**src/rtl/dcache_line_mover.sv**
```systemverilog
// dcache_line_mover: sequences one cache line of fills or evicts through the
// data store SRAM port. It hides the store's one-cycle registered read latency
// so that evicts sustain one word per cycle.
module dcache_line_mover #(
  parameter int unsigned DATA_WIDTH     = 32,
  parameter int unsigned NUM_WORDS      = 256,
  parameter int unsigned WORDS_PER_LINE = 4,
  localparam int unsigned AW = $clog2(NUM_WORDS),
  localparam int unsigned OW = $clog2(WORDS_PER_LINE),
  localparam int unsigned LW = AW - OW,
  localparam int unsigned BW = DATA_WIDTH / 8
) (
  input  logic                  clk_i,
  input  logic                  rst_ni,
  input  logic                  req_valid_i,
  output logic                  req_ready_o,
  input  logic                  req_fill_i,
  input  logic [LW-1:0]         req_line_i,
  input  logic                  fill_valid_i,
  output logic                  fill_ready_o,
  input  logic [DATA_WIDTH-1:0] fill_data_i,
  output logic                  evict_valid_o,
  input  logic                  evict_ready_i,
  output logic [DATA_WIDTH-1:0] evict_data_o,
  output logic                  done_o,
  output logic                  sram_en_o,
  output logic                  sram_we_o,
  output logic [BW-1:0]         sram_be_o,
  output logic [AW-1:0]         sram_addr_o,
  output logic [DATA_WIDTH-1:0] sram_wdata_o,
  input  logic [DATA_WIDTH-1:0] sram_rdata_i
);

  typedef enum logic [1:0] {IDLE, FILL, EV_RD, EV_OUT} state_e;

  localparam logic [OW-1:0] LAST = OW'(WORDS_PER_LINE - 1);

  state_e        state_q, state_d;
  logic [LW-1:0] line_q, line_d;
  logic [OW-1:0] cnt_q, cnt_d;
  logic          done_q, done_d;
  logic [OW-1:0] addr_off;

  // Data moves straight through; only the control path is sequenced here.
  assign sram_wdata_o = fill_data_i;
  assign evict_data_o = sram_rdata_i;
  assign done_o       = done_q;
  // The word offset is the current count, except on an evict advance where
  // the read must target the next word so its data lands as it is presented.
  assign sram_addr_o  = {line_q, addr_off};

  // State, line, word counter and done pulse registers.
  always_ff @(posedge clk_i or negedge rst_ni) begin
    if (!rst_ni) begin
      state_q <= IDLE;
      line_q  <= '0;
      cnt_q   <= '0;
      done_q  <= 1'b0;
    end else begin
      state_q <= state_d;
      line_q  <= line_d;
      cnt_q   <= cnt_d;
      done_q  <= done_d;
    end
  end

  // Next-state, counter updates and SRAM/handshake strobes.
  always_comb begin
    state_d       = state_q;
    line_d        = line_q;
    cnt_d         = cnt_q;
    done_d        = 1'b0;
    addr_off      = cnt_q;
    req_ready_o   = 1'b0;
    fill_ready_o  = 1'b0;
    evict_valid_o = 1'b0;
    sram_en_o     = 1'b0;
    sram_we_o     = 1'b0;
    sram_be_o     = '0;
    unique case (state_q)
      IDLE: begin
        req_ready_o = 1'b1;
        if (req_valid_i) begin
          line_d  = req_line_i;
          cnt_d   = '0;
          state_d = req_fill_i ? FILL : EV_RD;
        end
      end
      FILL: begin
        fill_ready_o = 1'b1;
        if (fill_valid_i) begin
          sram_en_o = 1'b1;
          sram_we_o = 1'b1;
          sram_be_o = '1;
          cnt_d     = cnt_q + 1'b1;
          if (cnt_q == LAST) begin
            state_d = IDLE;
            done_d  = 1'b1;
          end
        end
      end
      EV_RD: begin
        // Prime the read pipeline with word 0 of the line.
        sram_en_o = 1'b1;
        state_d   = EV_OUT;
      end
      EV_OUT: begin
        evict_valid_o = 1'b1;
        // Stalls issue no read, so the SRAM output register holds the word.
        if (evict_ready_i) begin
          cnt_d = cnt_q + 1'b1;
          if (cnt_q == LAST) begin
            state_d = IDLE;
            done_d  = 1'b1;
          end else begin
            sram_en_o = 1'b1;
            addr_off  = cnt_d;
          end
        end
      end
      default: state_d = IDLE;
    endcase
  end

endmodule
```
**config.mk**
```make
export PLATFORM = sky130hd
export DESIGN_NAME = dcache_line_mover
export DESIGN_NICKNAME = d
export VERILOG_FILES = /design/src/rtl/dcache_line_mover.sv
export SDC_FILE = /design/constraint.sdc
export NUM_CORES = 1
export LEC_CHECK = 0
export BUFFER_PORTS_ARGS = -buffer_cell sky130_fd_sc_hd__buf_4
export CORE_ASPECT_RATIO = 1.1
export CORE_UTILIZATION = 30
export CTS_CLUSTER_DIAMETER = 60
export DETAILED_ROUTE_END_ITERATION = 8
export GPL_TIMING_DRIVEN = 1
export PLACE_DENSITY_LB_ADDON = 0.2
export SETUP_SLACK_MARGIN = 0.1
export SLEW_MARGIN = 40
export SYNTH_ARGS = -nofsm -noshare
export SYNTH_HDL_FRONTEND = slang
export SYNTH_SLANG_ARGS = --single-unit
```
**constraint.sdc**
```tcl
create_clock -name clk_i -period 1.72 [get_ports clk_i]
set_input_delay 0.086 -clock clk_i [delete_from_list [all_inputs] [get_ports clk_i]]
set_output_delay 0.086 -clock clk_i [all_outputs]
set_load 0.005 [all_outputs]
```
### After elaboration in Yosys (flattened, before gate mapping)

Cells that the tools add are included.

| word-level totals | value |
|---|---|
| flip-flop bits (word level) | 11 |
| input port bits | 76 |
| word-level logic and storage cells | 44 |
| output and inout port bits | 82 |

| operators by class | value |
|---|---|
| multiplexer cells | 27 |
| reduce and logical (&&, ||, !) cells | 5 |
| add/sub/neg operators | 1 |
| equal/unequal tests | 7 |

Operator list:

| cell | number |
|---|---|
| $mux 2 | 11 |
| $mux 1 | 10 |
| $mux 4 | 2 |
| $pmux 2 s4 | 1 |
| $eq 2x2->1 const B | 3 |
| $ne 2x2->1 const B | 3 |
| $pmux 2 s3 | 1 |
| $reduce_and 4->1 | 1 |
| $pmux 1 s3 | 1 |
| $reduce_and 3->1 | 1 |
| $reduce_bool 3->1 | 1 |
| $add 2x1->2 const B | 1 |
| $eq 2x1->1 const B | 1 |
| $logic_not 2->1 | 1 |
| $pmux 1 s2 | 1 |
| $reduce_and 2->1 | 1 |

### Depth between registers and ports, before layout

Gate-level depths: netlist (run 1).

| logic depth | value |
|---|---|
| depth in word-level cells | 4 |
| mapped depth | 5 |
| gate-level depth less buffers | 4 |

### Worst setup path before layout (run 1)

No wires, ideal clock.

| timing path | value |
|---|---|
| path kind | flip-flop to flip-flop |
| from | register state_q[1] |
| to | register line_q[0] |
| setup time | 125 ps |
| period minus slack after synthesis | 1,385 ps |
| stages on the path, launching flop included | 5 |
| buffers on the path | 2 |
| setup slack | 335 ps |
| data required time | 1,595 ps |
| data arrival time | 1,260 ps |
| cell sequence | dfrtp_1 buf_6 or3b_1 buf_6 mux2_4 |

| on the way | value |
|---|---|
| word-level cells in the longest chain between the ends | 2 |

RTL lines:

| what | RTL line | RTL |
|---|---|---|
| from (decl) | 38 | `state_e state_q, state_d;` |
| from (signal assigned) | 60 | `state_q <= state_d;` |
| $logic_not 2->1 | 80 | `unique case (state_q)` |
| $reduce_and 2->1 (no line) | - |  |
| to (signal assigned) | 61 | `line_q <= line_d;` |
| to (decl) | 39 | `logic [LW-1:0] line_q, line_d;` |

Every way passes these cells.
A chain may end at the register's enable or synchronous reset.

### Worst setup path in the final report (run 1)

| timing path | value |
|---|---|
| from | register cnt_q[0] |
| to | output sram_en_o |

| on the way | value |
|---|---|
| word-level cells in the longest chain between the ends | 4 |

RTL lines:

| what | RTL line | RTL |
|---|---|---|
| from (decl) | 40 | `logic [OW-1:0] cnt_q, cnt_d;` |
| from (signal assigned) | 62 | `cnt_q <= cnt_d;` |
| $eq 2x2->1 | 112 | `if (cnt_q == LAST) begin` |
| $mux 1 | 112 |  |
| $mux 1 | 110 | `if (evict_ready_i) begin` |
| $pmux 1 s3 | 80 |  |
| to (decl) | 26 | `output logic sram_en_o,` |

Every way passes these cells.

==> load_flow_metrics.sql, run 1 <==
INSERT INTO impl_metrics (metric_group, metric, value, unit) VALUES
('setup_path', 'number_of_buffer_and_inverter_instances_along_the_worst_setup_path', '1', ''),
('clocking', 'cts_setup_buffers', '0', ''),
('yosys', 'number_of_synthesized_flops_with_an_enable_pin', '0', ''),
('sta', 'post-route-period-util', '85.37', '%'),
('global_route', 'first_pass_grt_wire_length', '3.353', 'mm'),
('yosys', 'netlist_area', '1107', 'um^2'),
('yosys', 'synth.lib_cells_used.distinct', '20', ''),
('cells_and_area', 'diodes', '0', ''),
('placed_design', 'placedCellCount', '128', ''),
('floorplan', 'start_util', '32.18', '%'),
('status', 'run_status', 'complete, no violations', ''),
('setup_path', 'crit_type', 'flip-flop to output pin', ''),
('setup_path', 'worst_path_largest_cell_delay', '450', 'ps'),
('detailed_routing', 'route.detailed.vias_per_inst', '4.195', ''),
('sta', 'rel_slew_slack', '69.41', '%'),
('clocking', 'clk_latency', '260', 'ps'),
('yosys', 'synth_fp_nets', '198', ''),
('placed_design', 'port_buffers', '29', ''),
('yosys', 'ys_top_cells_by_count', '68 x sky130_fd_sc_hd__buf_4, 11 x sky130_fd_sc_hd__dfrtp_1, 6 x sky130_fd_sc_hd__mux2_4, 5 x sky130_fd_sc_hd__nand2_1', ''),
('cells_and_area', 'num-fill-cells', '372', ''),
('power', 'seqPwrFrac', '30.8', '%'),
('global_route', 'gr-usage-all-layers', '12.15', '%'),
('floorplan', 'die_w', '59.93', 'um'),
('sta', 'slew_violations', '0', ''),
('setup_path', 'cpLargestDelayFamily', 'flip-flops', ''),
('yosys', 'synth_cells', '119', ''),
('detailed_routing', 'routedWlPerCell', '17.96', 'um'),
('detailed_routing', 'drt_wl_total', '2.389', 'mm'),
('floorplan', 'area_enclosed_by_the_die_boundary', '3938', 'um^2'),
('floorplan', 'fp-row-count', '22', ''),
('detailed_routing', 'first_iter_violations', '14', ''),
('power', 'cellLeakagePower', '0.0004656', 'uW'),
('cells_and_area', 'num-nets-final', '165', ''),
('clocking', 'htree_num_levels', '1', ''),
('global_route', 'grt_max_degree', '12', ''),
('clocking', 'cts_root_buf', 'sky130_fd_sc_hd__clkbuf_4', ''),
('setup_path', 'critical_path.endpoint_type', 'output pin', ''),
('power', 'pwr-share-clk', '11.1', '%'),
('clocking', 'numCtsBuffers', '3', ''),
('cells_and_area', 'post_layout_nonfiller_instances', '133', ''),
('clocking', 'tritoncts', 'built', ''),
('power', 'comb_power_share', '58.1', '%'),
('yosys', 'synth.top_cell.area_share', '46.10', '%'),
('setup_path', 'crit_required', '1630', 'ps'),
('placed_design', 'place.detailed.hpwl', '2.058', 'mm'),
('cells_and_area', 'area_growth_syn_to_layout', '-18.19', '%'),
('yosys', 'synth_seq_area_share', '24.86', '%'),
('sta', 'fin_worst_skew', '3.748', 'ps'),
('cells_and_area', 'post_route_cells_drive_above_1_share', '50.59', '%'),
('power', 'switching_share', '33.73', '%'),
('setup_path', 'critical_path_arrival', '1380', 'ps'),
('worst_hold_path', 'min_delay_path_depth', '2', ''),
('yosys', 'synth.top_cells.by_area', 'sky130_fd_sc_hd__buf_4 46%, sky130_fd_sc_hd__dfrtp_1 25%, sky130_fd_sc_hd__mux2_4 8.1%', ''),
('clocking', 'cts.clk_slew.worst_paths', '70', 'ps'),
('yosys', 'most_frequently_used_cell_type_in_the_post_synthesis_netlist', 'sky130_fd_sc_hd__buf_4', ''),
('placed_design', 'gpl.final_weighted_congestion', '0.6538', ''),
('sta', 'finalSetupTns', '0', 'ps'),
('detailed_routing', 'detailedRoute.firstPassIterationCount', '4', ''),
('setup_path', 'r2r.worst_path.cells', '2', ''),
('sta', 'min_period', '1468', 'ps'),
('power', 'power_switching', '527.9', 'uW'),
('clocking', 'cts-root-to-sink-buffers', '2', ''),
('setup_path', 'worst-path-stages', '4', ''),
('clocking', 'cts_num_sinks', '11', ''),
('floorplan', 'io-pin-count', '158', ''),
('power', 'vdd_ir_drop_max', '0.5061', 'mV'),
('detailed_routing', 'ant_nets', '0', ''),
('yosys', 'netlist.top_cell.by_area', 'sky130_fd_sc_hd__buf_4', ''),
('detailed_routing', 'detailroute.via_count', '558', ''),
('power', 'power_per_cell_area', '1728', 'nW/um^2'),
('yosys', 'synth_warnings', '0', '');
==> metal layers <==
layer	vias up	part of all wire (%)	track usage, %
li1	239	-	-
met1	231	28	9.832
met2	80	47	18.47
met3	8	24	12.99
met4	0	1.0	5.523
met5	-	0	0
==> registers in the layout, summed over array words and instances (netlist names) <==
register / cells
line_q: 6
cnt_q: 2
state_q: 2
done_o: 1
==> power groups by stage <==
stage | sequential, uW | clock, uW | combinational [uW]
floorplan | 482 | 0 | 644
global placement | 480 | 0 | 901
detailed placement | 480 | 0 | 931
CTS | 481 | 183 | 929
global route | 505 | 201 | 1020
finish | 482 | 173 | 910
==> area by class of cell <==
| cell class | instances | area [um^2] | area share [%] |
|---|---|---|---|
| Multi-Input combinational cell | 35 | 290.3 | 32.04 |
| Clock buffer | 4 | 26.28 | 2.901 |
| Timing Repair Buffer | 32 | 242.7 | 26.80 |
| Tap cell | 48 | 60.06 | 6.630 |
| Inverter | 3 | 11.26 | 1.243 |
| Sequential cell | 11 | 275.3 | 30.39 |
==> repair_timing <==
action	CTS	global route
endpoints found under the hold margin	11	0
endpoints found under the setup margin	0	1
resized for setup	0	1
hold buffers	1	0
==> cell usage in the layout, fill, tap and decap left out, drive strengths merged, types with 2 or more instances in the layout <==
cell type,Yosys,layout
a21oi,3,3
and2,3,3
buf,70,31
clkbuf,0,4
dfrtp,11,11
ha,3,3
inv,3,3
mux2,6,6
mux2i,3,3
nand2,5,5
nand2b,2,2
nand3,2,2
o21ai,2,2
==> kinds of logic after synthesis <==
group / share of synthesized area [%]
multiplexers: 10.85
AO/OA/AOI/OAI: 3.729
adder cells (fa/ha/maj): 3.390
flip-flops: 24.86
AND/OR/NAND/NOR: 8.023
buffers and inverters: 49.15
==> metrics by stage <==
stage,area [um^2],power (uW),hold slack (ps),utilization (%),worst slack (ps)
6_report,905.9,1565,46.00,26.33,251.6
5_1_grt,905.9,1730,32.87,26.33,160.9
4_1_cts,903.4,1593,38.91,26.25,186.6
3_5_place_dp,867.1,1410,-69.58,25.20,263.1
3_3_place_gp,867.1,1381,-71.81,25.20,295.0
2_1_floorplan,1107,1126,-209.6,-,334.9
==> path summary, 6_finish.rpt <==
path,from,slack (ps),to
min in group asynchronous,rst_ni,190,done_o
worst max register to register,state_q[0],280,line_q[5]
worst min register to register,line_q[4],520,line_q[4]
max in group asynchronous,rst_ni,1380,line_q[0]
worst max-delay path,cnt_q[0],250,sram_en_o
worst min-delay path,req_line_i[4],50,line_q[4]
Note: power is estimated with default switching activity, not from simulation.
==> run 2, diff against run 1 <==
--- a/config.mk
+++ b/config.mk
@@ -8,2 +8,3 @@
 export BUFFER_PORTS_ARGS = -buffer_cell sky130_fd_sc_hd__buf_4
+export CAP_MARGIN = 15
 export CORE_ASPECT_RATIO = 1.1
@@ -13,3 +14,3 @@
 export GPL_TIMING_DRIVEN = 1
-export PLACE_DENSITY_LB_ADDON = 0.2
+export PLACE_DENSITY = 0.78
 export SETUP_SLACK_MARGIN = 0.1
==> constraint.sdc (replaced) <==
create_clock -name clk_i -period 1.72 [get_ports clk_i]
set_input_delay 0.344 -clock clk_i [delete_from_list [all_inputs] [get_ports clk_i]]
set_output_delay 0.344 -clock clk_i [all_outputs]
set_load 0.005 [all_outputs]
==> run 2 against run 1 <==
  * Sequential power rose by 10%
  * Utilization up 1.1 points
  * Combinational power is 3.4% higher
  * Register-to-register slack got worse by 80 ps
  * Via count rose by 3.2%
  * Global-route usage decreased by 3.1 points
  * Cell count rose by 0.75%
  * Total power up 4.8%
  * Clock skew shrank 2.1 ps
  * Hold slack improved by 270 ps
==> load_flow_metrics.sql, run 2 (synthesis gave the netlist of run 1 again) <==
INSERT INTO impl_metrics (metric_group, metric, value, unit) VALUES
('sta', 'finalSetupTns', '0', 'ps'),
('cells_and_area', 'num-fill-cells', '369', ''),
('sta', 'slew_violations', '0', ''),
('placed_design', 'placedInstanceArea', '852.1', 'um^2'),
('detailed_routing', 'routedWlPerCell', '14.26', 'um'),
('global_route', 'first_pass_grt_wire_length', '2.622', 'mm'),
('detailed_routing', 'ant_nets', '0', ''),
('clocking', 'clk_latency', '260', 'ps'),
('floorplan', 'io-pin-count', '158', ''),
('sta', 'post-route-period-util', '91.88', '%'),
('floorplan', 'area_enclosed_by_the_die_boundary', '3938', 'um^2'),
('setup_path', 'cpLargestDelayFamily', 'flip-flops', ''),
('sta', 'fin_worst_skew', '1.608', 'ps'),
('floorplan', 'fp-row-count', '22', ''),
('power', 'power_per_cell_area', '1742', 'nW/um^2'),
('detailed_routing', 'route.detailed.vias_per_inst', '4.299', ''),
('cells_and_area', 'most-common-layout-cells', '32 x sky130_fd_sc_hd__buf_4, 7 x sky130_fd_sc_hd__dfrtp_1, 6 x sky130_fd_sc_hd__mux2_4', ''),
('global_route', 'number_of_global_route_vias_before_repair', '552', ''),
('setup_path', 'worst_path_largest_cell_delay', '450', 'ps'),
('setup_path', 'number_of_buffer_and_inverter_instances_along_the_worst_setup_path', '1', ''),
('detailed_routing', 'detailroute.via_count', '576', ''),
('sta', 'rel_slew_slack', '70.73', '%'),
('cells_and_area', 'layout.cell_area.non_filler', '942.2', 'um^2'),
('sta', 'rsz0062_at_grt', 'true', ''),
('power', 'cellLeakagePower', '0.0004746', 'uW'),
('floorplan', 'die_w', '59.93', 'um'),
('worst_hold_path', 'hold_path_class', 'input port to flip-flop', ''),
('power', 'pwr-share-clk', '10.2', '%'),
('power', 'vdd_ir_drop_max', '0.2588', 'mV'),
('sta', 'worstMarginPinSlew', '439.1', 'ps'),
('power', 'seqPwrFrac', '32.4', '%'),
('cells_and_area', 'max_reg_flops', '6', ''),
('run', 'number_of_max_capacitance_violations_reported', '0', ''),
('placed_design', 'gpl.final_weighted_congestion', '0.8826', ''),
('setup_path', 'critical_path.slowest_cell', 'sky130_fd_sc_hd__dfrtp_2', ''),
('detailed_routing', 'drt_wl_total', '1.911', 'mm'),
('floorplan', 'core_region_area', '3441', 'um^2'),
('clocking', 'cts-root-to-sink-buffers', '2', ''),
('global_route', 'overflow_left_after_global_routing', '0', ''),
('setup_path', 'list_of_cells_traversed_by_the_critical_path', 'ha_4, nand2b_4, a21oi_2, buf_4', ''),
('clocking', 'htree_num_levels', '1', ''),
('power', 'power', '1641', 'uW'),
('detailed_routing', 'detailedRoute.firstPassIterationCount', '2', ''),
('cells_and_area', 'top_register', 'line_q', ''),
('power', 'power_switching', '551.2', 'uW'),
('floorplan', 'fp.dieH', '65.72', 'um'),
('sta', 'min_period', '1580', 'ps'),
('global_route', 'grt_max_degree', '12', ''),
('status', 'run_status', 'complete, no violations', ''),
('floorplan', 'start_util', '32.18', '%'),
('cells_and_area', 'num-nets-final', '166', ''),
('placed_design', 'port_buffers', '29', ''),
('clocking', 'cts_root_buf', 'sky130_fd_sc_hd__clkbuf_4', ''),
('cells_and_area', 'biggestRegsByFlops', 'line_q x6, cnt_q x2, state_q x2', ''),
('cells_and_area', 'mostFrequentLayoutCell', 'sky130_fd_sc_hd__buf_4', ''),
('power', 'comb_power_share', '57.3', '%'),
('setup_path', 'critical_path.endpoint_type', 'output pin', ''),
('setup_path', 'crit_required', '1380', 'ps'),
('setup_path', 'critical_path_arrival', '1240', 'ps'),
('clocking', 'numCtsBuffers', '3', ''),
('placed_design', 'place.detailed.hpwl', '1.506', 'mm'),
('detailed_routing', 'first_iter_violations', '18', ''),
('sta', 'setup_viol', '0', ''),
('power', 'power.internal', '1090', 'uW'),
('clocking', 'cts.clk_slew.worst_paths', '70', 'ps'),
('cells_and_area', 'area_growth_syn_to_layout', '-14.92', '%'),
('cells_and_area', 'post_route_cells_drive_above_1_share', '59.30', '%'),
('setup_path', 'startpoint_kind_of_the_worst_setup_timing_path', 'flip-flop', ''),
('detailed_routing', 'number_of_drc_violations_after_detailed_routing', '0', ''),
('cells_and_area', 'utilization', '27.38', '%'),
('power', 'switching_share', '33.59', '%'),
('global_route', 'gr-usage-all-layers', '9.080', '%'),
('sta', 'timing.hold.ws', '311.7', 'ps'),
('setup_path', 'critical_path_peak_fanout', '5', ''),
('global_route', 'antenna_violations_before_repair', '0', ''),
('cells_and_area', 'diodes', '0', ''),
('clocking', 'cts_num_sinks', '11', ''),
('setup_path', 'crit_type', 'flip-flop to output pin', ''),
('sta', 'report.final.hold_viol_count', '0', ''),
('sta', 'max_clock_freq', '632.8', 'MHz'),
('clocking', 'tritoncts', 'built', '');
run 2: cell types whose count changed in the layout (fill, tap and decap cells not counted), sizes merged:
cell	previous run	this run
buf	31	32
run 2: final cells by class:
type | instances | area, um^2 | area share (%)
sequential | 11 | 280.3 | 29.75
multi-input combinational | 35 | 314.1 | 33.33
inverter | 3 | 11.26 | 1.195
timing repair buffer | 33 | 250.2 | 26.56
tap | 48 | 60.06 | 6.374
clock buffer | 4 | 26.28 | 2.789
run 2: metrics by stage:
stage	worst slack [ps]	instances
final	139.7	134
after global routing	73.79	134
after CTS	75.01	133
after detailed placement	186.5	126
after global placement	226.7	126
after floorplan	334.9	119
run 2: final timing paths:
check                               from   endpoint  slack, ps  cells after the start
max in group asynchronous         rst_ni   cnt_q[0]       1110                      2
min reg2reg                    line_q[5]  line_q[5]        510                      1
min in group asynchronous         rst_ni  line_q[5]        450                      2
min                        req_line_i[5]  line_q[5]        310                      2
max                             cnt_q[0]  sram_en_o        140                      4
max reg2reg                   state_q[0]  line_q[0]        200                      2
run 2: power groups by stage:
stage                     registers (uW)  logic [uW]  clock network (uW)
after floorplan                      482         644                   0
after global placement               502         822                   0
after detailed placement             513         850                   0
after CTS                            528         907                 176
after global routing                 554        1040                 182
final                                532         941                 168
run 2: what timing repair did:
action                                  CTS  global route
endpoints found under the setup margin    8             8
hold endpoints to repair                 11             0
pin swaps                                 0             2
resized for setup                         5             6
hold buffers                              1             0
buffers inserted                          2             1
run 2: metal layers:
metal / up-vias / GRT usage [%] / routed length, um
li1: 242 / - / -
met1: 269 / 7.332 / 537
met2: 39 / 15.56 / 990
met3: 26 / 2.953 / 245
met4: 0 / 10.47 / 138
met5: - / 0 / 0
run 2: worst reg2reg max path, stage by stage (launching register included):
cell and delay, ps:
sky130_fd_sc_hd__dfrtp_2 450, sky130_fd_sc_hd__or3b_1 590, sky130_fd_sc_hd__mux2_4 370
